[src/rtl/time_cnt_if.sv]
// Stopwatch time-base bus: run/clear controls in, BCD digits and status out.
// The lap input exists only when TIME_CNT_LAP_EN is defined.
interface time_cnt_if;
    logic       time_en;
    logic       clr;
`ifdef TIME_CNT_LAP_EN
    logic       lap;
`endif
    logic [3:0] cs_l;
    logic [3:0] cs_h;
    logic [3:0] sec_l;
    logic [3:0] sec_h;
    logic [3:0] min_l;
    logic [3:0] min_h;
    logic       wrap;
    logic       hold;

    modport master (
`ifdef TIME_CNT_LAP_EN
        output lap,
`endif
        output time_en, clr,
        input  cs_l, cs_h, sec_l, sec_h, min_l, min_h, wrap, hold
    );

    modport slave (
`ifdef TIME_CNT_LAP_EN
        input  lap,
`endif
        input  time_en, clr,
        output cs_l, cs_h, sec_l, sec_h, min_l, min_h, wrap, hold
    );
endinterface

[src/rtl/time_cnt.sv]
// Stopwatch time base: prescaler plus MM:SS.cc BCD cascade.
// Define TIME_CNT_LAP_EN to add the lap-hold snapshot display.
module time_cnt #(
    parameter int CLK_DIV = 10
) (
    input logic       clk,
    input logic       rst,
    time_cnt_if.slave bus
);
    localparam int PW = (CLK_DIV > 1) ? $clog2(CLK_DIV) : 1;
    localparam logic [PW-1:0] PRE_LAST = PW'(CLK_DIV - 1);

    logic [PW-1:0] pre;
    logic [PW-1:0] pre_n;
    logic          tick;

    logic [3:0] live_cs_l, live_cs_h, live_sec_l;
    logic [3:0] live_sec_h, live_min_l, live_min_h;
    logic [3:0] cur_cs_l, cur_cs_h, cur_sec_l;
    logic [3:0] cur_sec_h, cur_min_l, cur_min_h;
    logic [3:0] nxt_cs_l, nxt_cs_h, nxt_sec_l;
    logic [3:0] nxt_sec_h, nxt_min_l, nxt_min_h;
    logic       c_cs_l, c_cs_h, c_sec_l, c_sec_h, c_min_l;
    logic       wrap_r;
    logic       wrap_n;

    function automatic logic [3:0] fix(input logic [3:0] d,
                                       input logic [3:0] max);
        return (d > max) ? 4'd0 : d;
    endfunction

    function automatic logic [3:0] bump(input logic [3:0] d,
                                        input logic [3:0] max,
                                        input logic       en);
        if (!en)
            return d;
        return (d == max) ? 4'd0 : d + 4'd1;
    endfunction

    // >= rather than == so a corrupted prescaler still recovers
    assign tick = bus.time_en && (pre >= PRE_LAST);

    always_comb begin
        pre_n = pre;
        if (bus.clr)
            pre_n = '0;
        else if (tick)
            pre_n = '0;
        else if (bus.time_en)
            pre_n = pre + 1'b1;
    end

    always_comb begin
        cur_cs_l  = fix(live_cs_l, 4'd9);
        cur_cs_h  = fix(live_cs_h, 4'd9);
        cur_sec_l = fix(live_sec_l, 4'd9);
        cur_sec_h = fix(live_sec_h, 4'd5);
        cur_min_l = fix(live_min_l, 4'd9);
        cur_min_h = fix(live_min_h, 4'd5);

        c_cs_l  = tick && (cur_cs_l == 4'd9);
        c_cs_h  = c_cs_l && (cur_cs_h == 4'd9);
        c_sec_l = c_cs_h && (cur_sec_l == 4'd9);
        c_sec_h = c_sec_l && (cur_sec_h == 4'd5);
        c_min_l = c_sec_h && (cur_min_l == 4'd9);
        wrap_n  = c_min_l && (cur_min_h == 4'd5);

        nxt_cs_l  = bump(cur_cs_l, 4'd9, tick);
        nxt_cs_h  = bump(cur_cs_h, 4'd9, c_cs_l);
        nxt_sec_l = bump(cur_sec_l, 4'd9, c_cs_h);
        nxt_sec_h = bump(cur_sec_h, 4'd5, c_sec_l);
        nxt_min_l = bump(cur_min_l, 4'd9, c_sec_h);
        nxt_min_h = bump(cur_min_h, 4'd5, c_min_l);
    end

    always_ff @(posedge clk or posedge rst) begin
        if (rst) begin
            pre        <= '0;
            live_cs_l  <= 4'd0;
            live_cs_h  <= 4'd0;
            live_sec_l <= 4'd0;
            live_sec_h <= 4'd0;
            live_min_l <= 4'd0;
            live_min_h <= 4'd0;
            wrap_r     <= 1'b0;
        end else if (bus.clr) begin
            pre        <= '0;
            live_cs_l  <= 4'd0;
            live_cs_h  <= 4'd0;
            live_sec_l <= 4'd0;
            live_sec_h <= 4'd0;
            live_min_l <= 4'd0;
            live_min_h <= 4'd0;
            wrap_r     <= 1'b0;
        end else begin
            pre        <= pre_n;
            live_cs_l  <= nxt_cs_l;
            live_cs_h  <= nxt_cs_h;
            live_sec_l <= nxt_sec_l;
            live_sec_h <= nxt_sec_h;
            live_min_l <= nxt_min_l;
            live_min_h <= nxt_min_h;
            wrap_r     <= wrap_n;
        end
    end

    assign bus.wrap = wrap_r;

`ifdef TIME_CNT_LAP_EN
    logic        hold_r;
    logic        hold_n;
    logic [23:0] snap;
    logic [23:0] snap_n;
    logic [23:0] disp;
    logic [23:0] disp_n;
    logic [23:0] cur_vec;
    logic [23:0] nxt_vec;

    assign cur_vec = {cur_min_h, cur_min_l, cur_sec_h,
                      cur_sec_l, cur_cs_h, cur_cs_l};
    assign nxt_vec = {nxt_min_h, nxt_min_l, nxt_sec_h,
                      nxt_sec_l, nxt_cs_h, nxt_cs_l};

    // Snapshot takes the pre-tick digits; display is registered
    always_comb begin
        hold_n = hold_r;
        snap_n = snap;
        if (bus.lap) begin
            if (hold_r) begin
                hold_n = 1'b0;
            end else begin
                hold_n = 1'b1;
                snap_n = cur_vec;
            end
        end
        disp_n = hold_n ? snap_n : nxt_vec;
    end

    always_ff @(posedge clk or posedge rst) begin
        if (rst) begin
            hold_r <= 1'b0;
            snap   <= 24'd0;
            disp   <= 24'd0;
        end else if (bus.clr) begin
            hold_r <= 1'b0;
            snap   <= 24'd0;
            disp   <= 24'd0;
        end else begin
            hold_r <= hold_n;
            snap   <= snap_n;
            disp   <= disp_n;
        end
    end

    assign bus.cs_l  = disp[3:0];
    assign bus.cs_h  = disp[7:4];
    assign bus.sec_l = disp[11:8];
    assign bus.sec_h = disp[15:12];
    assign bus.min_l = disp[19:16];
    assign bus.min_h = disp[23:20];
    assign bus.hold  = hold_r;
`else
    assign bus.cs_l  = live_cs_l;
    assign bus.cs_h  = live_cs_h;
    assign bus.sec_l = live_sec_l;
    assign bus.sec_h = live_sec_h;
    assign bus.min_l = live_min_l;
    assign bus.min_h = live_min_h;
    assign bus.hold  = 1'b0;
`endif
endmodule

[src/flat_wrapper.sv]
// flat-port wrapper written by rule: the top's interface ports become plain ports
module time_cnt_flat 
#(
    parameter int CLK_DIV = 10
)
  (clk, rst, bus_time_en, bus_clr, bus_cs_l, bus_cs_h, bus_sec_l, bus_sec_h, bus_min_l, bus_min_h, bus_wrap, bus_hold);
  time_cnt_if bus_i ();
  input logic clk;
  input logic rst;
  input wire logic [$bits(bus_i.time_en)-1:0] bus_time_en;
  input wire logic [$bits(bus_i.clr)-1:0] bus_clr;
  output wire logic [$bits(bus_i.cs_l)-1:0] bus_cs_l;
  output wire logic [$bits(bus_i.cs_h)-1:0] bus_cs_h;
  output wire logic [$bits(bus_i.sec_l)-1:0] bus_sec_l;
  output wire logic [$bits(bus_i.sec_h)-1:0] bus_sec_h;
  output wire logic [$bits(bus_i.min_l)-1:0] bus_min_l;
  output wire logic [$bits(bus_i.min_h)-1:0] bus_min_h;
  output wire logic [$bits(bus_i.wrap)-1:0] bus_wrap;
  output wire logic [$bits(bus_i.hold)-1:0] bus_hold;
  assign bus_i.time_en = bus_time_en;
  assign bus_i.clr = bus_clr;
  assign bus_cs_l = bus_i.cs_l;
  assign bus_cs_h = bus_i.cs_h;
  assign bus_sec_l = bus_i.sec_l;
  assign bus_sec_h = bus_i.sec_h;
  assign bus_min_l = bus_i.min_l;
  assign bus_min_h = bus_i.min_h;
  assign bus_wrap = bus_i.wrap;
  assign bus_hold = bus_i.hold;
  time_cnt #(.CLK_DIV(CLK_DIV)) u_core (.clk(clk), .rst(rst), .bus(bus_i));
endmodule
[config.mk]
export PLATFORM = sky130hd
export DESIGN_NAME = time_cnt_flat
export DESIGN_NICKNAME = d
export VERILOG_FILES = /design/src/rtl/time_cnt_if.sv /design/src/rtl/time_cnt.sv /design/src/flat_wrapper.sv
export SDC_FILE = /design/constraint.sdc
export NUM_CORES = 1
export LEC_CHECK = 0
export CAP_MARGIN = 15
export CORE_UTILIZATION = 50
export CTS_CLUSTER_DIAMETER = 60
export DETAILED_ROUTE_END_ITERATION = 7
export PLACE_DENSITY = 0.72
export RECOVER_POWER = 50
export SETUP_SLACK_MARGIN = 0.02
export SLEW_MARGIN = 20
export SYNTH_ARGS = -nofsm -noshare
export SYNTH_HDL_FRONTEND = slang
export SYNTH_SLANG_ARGS = --single-unit
[constraint.sdc]
create_clock -name clk -period 3.91 [get_ports clk]
set_clock_uncertainty 0.2 [all_clocks]
set_input_delay 1.173 -clock clk [delete_from_list [all_inputs] [get_ports clk]]
set_output_delay 1.173 -clock clk [all_outputs]
set_load 0.02 [all_outputs]
==> summary.md, run 1 <==
| Metric | Value |
|---|---|
| Status | finished, violations left |
| Failing checks | max-capacitance violations, max-slew violations |
| Die W | 63.3 µm |
| Commonest cells post-synth | 29 x dfrtp_1, 15 x ha_1, 13 x nor2_1 |
| Layout area overhead | 21.0% |
| Via density | 5.73 |
| LEAKAGE | 0.939 nW |
| Ranking of synthesized cells by area | dfrtp_1 39%, ha_1 10%, a21oi_1 2.9% |
| Full die area | 0.00400 mm² |
| Clk_lat worst skew | 0.28 ns |
| Synth cell types | 46 |
| Sequential-to-total area share from yosys stat | 38.6% |
| Nets | 250 |
| Ys Warns | 0 |
| Slowest CP cell | dlygate4sd3_1 |
| CTS Root Cell | clkbuf_8 |
| DRT Pass-1 Iters | 4 |
| Pwr/cell area | 256 mW/mm² |
| Cts bufs inserted | 5 |
| Crit. End Element | flip-flop |
| Met3 usage | 6.52% |
| Post-synth design cell area | 0.00188 mm² |
| WL per Instance | 15.0 µm |
| Post-synth EDFFs | 0 |
| Starting DRC count in detailed routing | 87 |
| Max-cap violations | 1 |
| Max frequency | 319 MHz |
| Top cell type's share of synthesized area | 38.6% |
| Post-Syn Instances | 198 |
| Hold path cells | 2 |
| Final ANT Viol Nets | 0 |
| Async S/R FF share, synth | 100% |
| Clock sinks | 29 |
| Hold Path End | u_core.bus.min_l[3] |
| Hold crit path type | reg2reg |
| Initial antenna violation count | 0 |
| Grt met1 use | 31.1% |
| Flop2flop setup slack | 0.91 ns |
| Share of layout cells above drive strength 1 | 6.03% |
| Final worst slack | 0.771 ns |
| Switching Power | 0.140 mW |
| CTS tree | yes |
| Critical Path Source Type | primary input |
| Sequential share of power | 52.8% |
| Crit share post-route | 80.3% |
| Core area | 0.00347 mm² |
| First-pass GRT wire length | 7360 µm |
| Top_reg_cell synth | dfrtp_1 |
| Max incr delay on CP | 0.69 ns |
| Setup WS pre-CTS | 0.627 ns |
| Fin Setup TNS | 0 ns |
| Detailed-route DRC error count | 0 |
| Dpl cells | 270 |
| H-tree depth | 2 |
| Non-filler cells, final | 278 |
| Slew Limit Fails | 30 |
| Slew headroom | -5.84% |
| Critical path, cell by cell | dlygate4sd3_1 -> and2_0 -> nand2_1 -> or4_1 -> a21oi_1 |
| Via Count | 1592 |
| DP HPWL | 2910 µm |
| Comb pwr share | 6.0% |
| All-layer global routing usage | 23.8% |
| Die span in y | 63.3 µm |
| #FFs+latches synth | 29 |
| Minimum clock period | 3.14 ns |
| R2r endpoint | u_core.bus.min_h[2] |
| Fill count | 301 |
| Cell row count | 21 |
| R2R depth | 6 |
| Port Buffers | 28 |
| Cell area after layout | 0.00227 mm² |
| Vias in the first global route | 1583 |
| Met2 Resource Use GR | 36.0% |
| Worst-Margin Slew | 1.59 ns |
| Clock tree buffer depth | 2 |
| Post_cts resized | 0 |
| Net Sw Frac | 24.2% |
| Final Hold Vio Count | 0 |
| Avg Cell Area, Syn | 9.49 µm² |
| Routability Congestion | 0.833 |
| Critical Path Fanout Max | 9 |
| Hold buffer count at CTS | 0 |
| RSZ-0062 raised after global routing | no |
| Cell Area, Placed | 0.00220 mm² |
| Internal Dissipation | 0.441 mW |
| Worst Hold Launch | u_core.bus.min_l[0] |
| Worst EP required | 3.92 ns |
| CP arrival | 3.15 ns |
| WL final | 4160 µm |
| Initial Utilization | 54.1% |
| Synth area leader | dfrtp_1 |
| R2R Path Start | u_core.bus.sec_h[1] |
| Reg clk slew, reported paths | 0.06 ns |
| Diodes inserted | 0 |
| Clock network fraction of total power | 41.2% |
| GRT busiest layer | met2 |
| I/O pin count | 30 |
| Post-CTS Setup Bufs | 0 |
| Kind of critical path | in2reg |
| Min Hold Slack | 0.353 ns |
| Final setup viols | 0 |
| Largest net degree at the start of global routing | 30 |
| Global route overflow | 0 |
| Most frequent cell after synthesis | dfrtp_1 |
| Max IR drop VDD | 0.142 mV |
## power groups by stage
stage	combinational [mW]	clock [mW]	sequential, mW
2_1_floorplan	0.0265	0	0.313
3_3_place_gp	0.0345	0	0.312
3_5_place_dp	0.0359	0	0.312
4_1_cts	0.0361	0.244	0.307
5_1_grt	0.0394	0.259	0.307
6_report	0.0348	0.240	0.307
## layout make-up
type,instances,area [µm²],area share [%]
timing repair buffer,33,310,13.7
tap,46,57.6,2.53
inverter,12,45.0,1.98
clock buffer,8,80.1,3.52
multi-input combinational,150,1050,46.4
sequential,29,726,31.9
## flip-flops by register name, indices dropped and copies added, names as in the netlist
signal            cells
u_core.bus.cs_h       4
u_core.bus.cs_l       4
u_core.bus.min_h      4
u_core.bus.min_l      4
u_core.bus.sec_h      4
u_core.bus.sec_l      4
u_core.pre            4
u_core.bus.wrap       1
## kinds of logic (layout without fill, tap and decap cells)
group	Yosys count	after routing	share of synthesized area, %
and+or+nand+nor	84	84	27.6
AOI/OAI and AO/OA	41	41	14.4
DFF	29	29	38.6
buffers and inverters	21	53	5.66
adders and majority gates	15	15	9.99
xor gates and xnor gates	4	4	1.87
muxes	3	3	1.67
other	1	3	0.200
## worst max-delay path, delay by kind of cell
family / cells / cell delay (ns)
AOI/OAI and AO/OA: 1 / 0.15
and+or+nand+nor: 3 / 1.14
buffers and inverters: 1 / 0.69
## cells in the final DEF (no fill, tap or decap), types with 4 or more instances in the layout
| master | netlist | layout |
|---|---|---|
| clkbuf_8 | 2 | 5 |
| nor2_1 | 13 | 13 |
| ha_1 | 15 | 15 |
| nand2_1 | 12 | 12 |
| clkdlybuf4s50_1 | 0 | 19 |
| dlygate4sd3_1 | 0 | 9 |
| nor3b_1 | 4 | 4 |
| o21ai_0 | 10 | 10 |
| nand3_1 | 8 | 8 |
| clkbuf_1 | 3 | 5 |
| dfrtp_1 | 29 | 29 |
| nand4_1 | 4 | 4 |
| xnor2_1 | 4 | 4 |
| inv_1 | 12 | 12 |
| nor3_1 | 8 | 8 |
| a211oi_1 | 4 | 4 |
| a21oi_1 | 11 | 11 |
| nand2b_1 | 6 | 6 |
| and2_1 | 7 | 6 |
## metal layers
layer,vias up,wire (µm)
met5,-,0
met4,0,114
met3,11,177
met2,38,2010
met1,761,1850
li1,782,-
## metrics by stage
step / power [mW] / util (%)
3_3_place_gp: 0.346 / 63.4
3_5_place_dp: 0.348 / 63.4
4_1_cts: 0.587 / 65.7
6_report: 0.581 / 65.5
2_1_floorplan: 0.339 / -
5_1_grt: 0.605 / 65.5
## worst max-delay path by stage
stage,startpoint,to,slack [ns]
2_1_floorplan,bus_time_en,u_core.bus.sec_l[2],1.14
3_3_place_gp,bus_time_en,u_core.bus.min_l[1],0.72
3_5_place_dp,bus_time_en,u_core.bus.min_l[1],0.63
4_1_cts,bus_time_en,u_core.bus.min_l[1],0.93
5_1_grt,rst,u_core.bus.sec_h[3],0.53
6_report,bus_time_en,u_core.bus.min_l[1],0.77
Note: power is estimated with default switching activity, not from simulation.
==> run 2: changes to the inputs <==
--- a/config.mk
+++ b/config.mk
@@ -6,10 +6,10 @@
 export NUM_CORES = 1
 export LEC_CHECK = 0
 export CAP_MARGIN = 15
-export CORE_UTILIZATION = 50
+export CORE_UTILIZATION = 48
 export CTS_CLUSTER_DIAMETER = 60
 export DETAILED_ROUTE_END_ITERATION = 7
-export PLACE_DENSITY = 0.72
+export PLACE_DENSITY = 0.73
 export RECOVER_POWER = 50
 export SETUP_SLACK_MARGIN = 0.02
 export SLEW_MARGIN = 20
==> constraint.sdc (replaced) <==
create_clock -name clk -period 2.8 [get_ports clk]
set_clock_uncertainty 0.2 [all_clocks]
set_input_delay 0.84 -clock clk [delete_from_list [all_inputs] [get_ports clk]]
set_output_delay 0.84 -clock clk [all_outputs]
set_load 0.02 [all_outputs]
==> summary.md, run 2 (synthesis gave the netlist of run 1 again) <==
| Metric | Value |
|---|---|
| Utilization after layout | 65.9% (+0.41 points) |
| LEAKAGE | 1.03 nW (+9.4%) |
| Max IR drop VDD | 0.397 mV (+180%) |
| Slowest CP cell | or4_4 |
| Buf/Inv on CP | 0 (-1) |
| CTS tree | yes |
| Crit. End Element | flip-flop |
| Initial antenna violation count | 0 (unchanged) |
| Max frequency | 378 MHz |
| Worst EP required | 2.80 ns (-1.12 ns) |
| R2R depth | 7 (+1) |
| Diodes inserted | 0 (unchanged) |
| Core area | 0.00372 mm² (+7.1%) |
| Minimum clock period | 2.64 ns |
| Vias in the first global route | 1615 (+2.0%) |
| Starting DRC count in detailed routing | 74 (-15%) |
| Final setup viols | 0 (unchanged) |
| Status | finished clean |
| Final Hold Vio Count | 0 (unchanged) |
| Setup WS pre-CTS | 0.102 ns (-0.525 ns) |
| Via Count | 1673 (+5.1%) |
| Clock sinks | 29 (unchanged) |
| Cts bufs inserted | 5 (unchanged) |
| Fin Setup TNS | 0 ns (unchanged) |
| Pwr/cell area | 338 mW/mm² (+32%) |
| CP delay by family, top | simple AND/OR/NAND/NOR gates |
| Critical Path Source Type | flip-flop |
| First-pass GRT wire length | 7310 µm (-0.65%) |
| Slew Limit Fails | 0 (-100%) |
| Port Buffers | 28 (unchanged) |
| Share of layout cells above drive strength 1 | 15.5% (+9.4 points) |
| Cell area after layout | 0.00245 mm² (+7.8%) |
| Dpl cells | 293 (+8.5%) |
| Critical path, cell by cell | o21ai_0 -> and2_1 -> ha_2 -> nand4bb_4 -> or4_4 -> or4b_1 -> a21oi_1 |
| Initial Utilization | 50.5% (-3.6 points) |
| Most frequent cells in the layout | 29 x dfrtp_1, 24 x clkdlybuf4s50_1, 21 x buf_4 |
| Min Hold Slack | 0.351 ns (-0.00205 ns) |
| All-layer global routing usage | 23.0% (-0.79 points) |
| Global route overflow | 0 (unchanged) |
| Hold path cells | 2 (unchanged) |
| Max-cap violations | 0 (-1) |
| CP arrival | 2.64 ns (-0.51 ns) |
| Non-filler cells, final | 300 (+7.9%) |
| Critical Path Fanout Max | 8 (-1) |
| Die span in y | 64.6 µm (+2.0%) |
| Reg clk slew, reported paths | 0.06 ns (about the same) |
| Via density | 5.58 (-2.6%) |
| Slew headroom | 52.1% (+58 points) |
| H-tree depth | 2 (unchanged) |
| Full die area | 0.00417 mm² (+4.0%) |
| Nets | 271 (+8.4%) |
| Levels on crit path | 7 (+2) |
| Die W | 64.6 µm (+2.0%) |
| I/O pin count | 30 (unchanged) |
| WL per Instance | 14.5 µm (-2.8%) |
| CTS Root Cell | clkbuf_8 |
| Final ANT Viol Nets | 0 (unchanged) |
| Clock tree buffer depth | 2 (unchanged) |
| Total power draw | 0.828 mW (+42%) |
| Worst-Margin Slew | 0.719 ns (-0.868 ns) |
| Layout area overhead | 30.4% |
| Cell row count | 22 (+4.8%) |
| Final worst slack | 0.158 ns (-0.614 ns) |
| Routability Congestion | 0.822 (-1.4%) |
| Largest net degree at the start of global routing | 30 (unchanged) |
| DP HPWL | 3080 µm (+5.9%) |
| Detailed-route DRC error count | 0 (unchanged) |
| Crit share post-route | 94.4% |
| Cell Area, Placed | 0.00237 mm² (+7.6%) |
| Max incr delay on CP | 0.60 ns (-0.09 ns) |
| Kind of critical path | reg2reg |
| Clk_lat worst skew | 0.28 ns (about the same) |
| Commonest non-fill, non-tap cell in the layout | dfrtp_1 |
| DRT Pass-1 Iters | 4 (unchanged) |
| Hold crit path type | reg2reg |
| WL final | 4360 µm (+4.9%) |
==> run 2: what timing repair did <==
item	4_1_cts	5_1_grt
hold buffers	0	0
gates resized for setup	0	4
setup endpoints to repair	0	3
setup buffers	0	0
==> run 2: worst reg2reg max path, cell delays in order (launching register included) <==
cell and delay, ns:
dfrtp_1 0.43, o21ai_0 0.15, and2_1 0.17, ha_2 0.21, nand4bb_4 0.12, or4_4 0.60
or4b_1 0.52, a21oi_1 0.16
==> run 2: final cells by class <==
class / count / area (µm²)
Sequential cell: 29 / 726
Fill cell: 329 / 1270
Timing Repair Buffer: 54 / 458
Multi-Input combinational cell: 150 / 1070
Clock buffer: 7 / 86.3
Inverter: 12 / 45.0
Tap cell: 48 / 60.1
==> run 2: layer usage <==
| metal | share of wire (%) | GRT usage, % |
|---|---|---|
| met5 | 0 | 0 |
| met4 | 1.7 | 9.17 |
| met3 | 5.1 | 4.75 |
| met2 | 47 | 38.8 |
| met1 | 46 | 28.5 |
==> run 2: where the power goes <==
| group | total [mW] | switching (mW) | internal (mW) |
|---|---|---|---|
| logic | 0.0510 | 0.0335 | 0.0175 |
| clock network | 0.348 | 0.154 | 0.195 |
| registers | 0.429 | 0.00551 | 0.423 |
| total | 0.828 | 0.193 | 0.635 |
==> run 2: final timing paths <==
kind | slack [ns] | startpoint | to
hold / removal | 0.35 | u_core.bus.min_l[0] | u_core.bus.min_l[3]
setup reg to reg | 0.16 | u_core.bus.cs_l[1] | u_core.bus.min_h[2]
setup / recovery | 0.16 | u_core.bus.cs_l[1] | u_core.bus.min_h[2]
hold reg to reg | 0.35 | u_core.bus.min_l[0] | u_core.bus.min_l[3]
max in group asynchronous | 0.94 | rst | u_core.bus.min_h[2]
min in group asynchronous | 0.99 | rst | u_core.bus.cs_h[2]
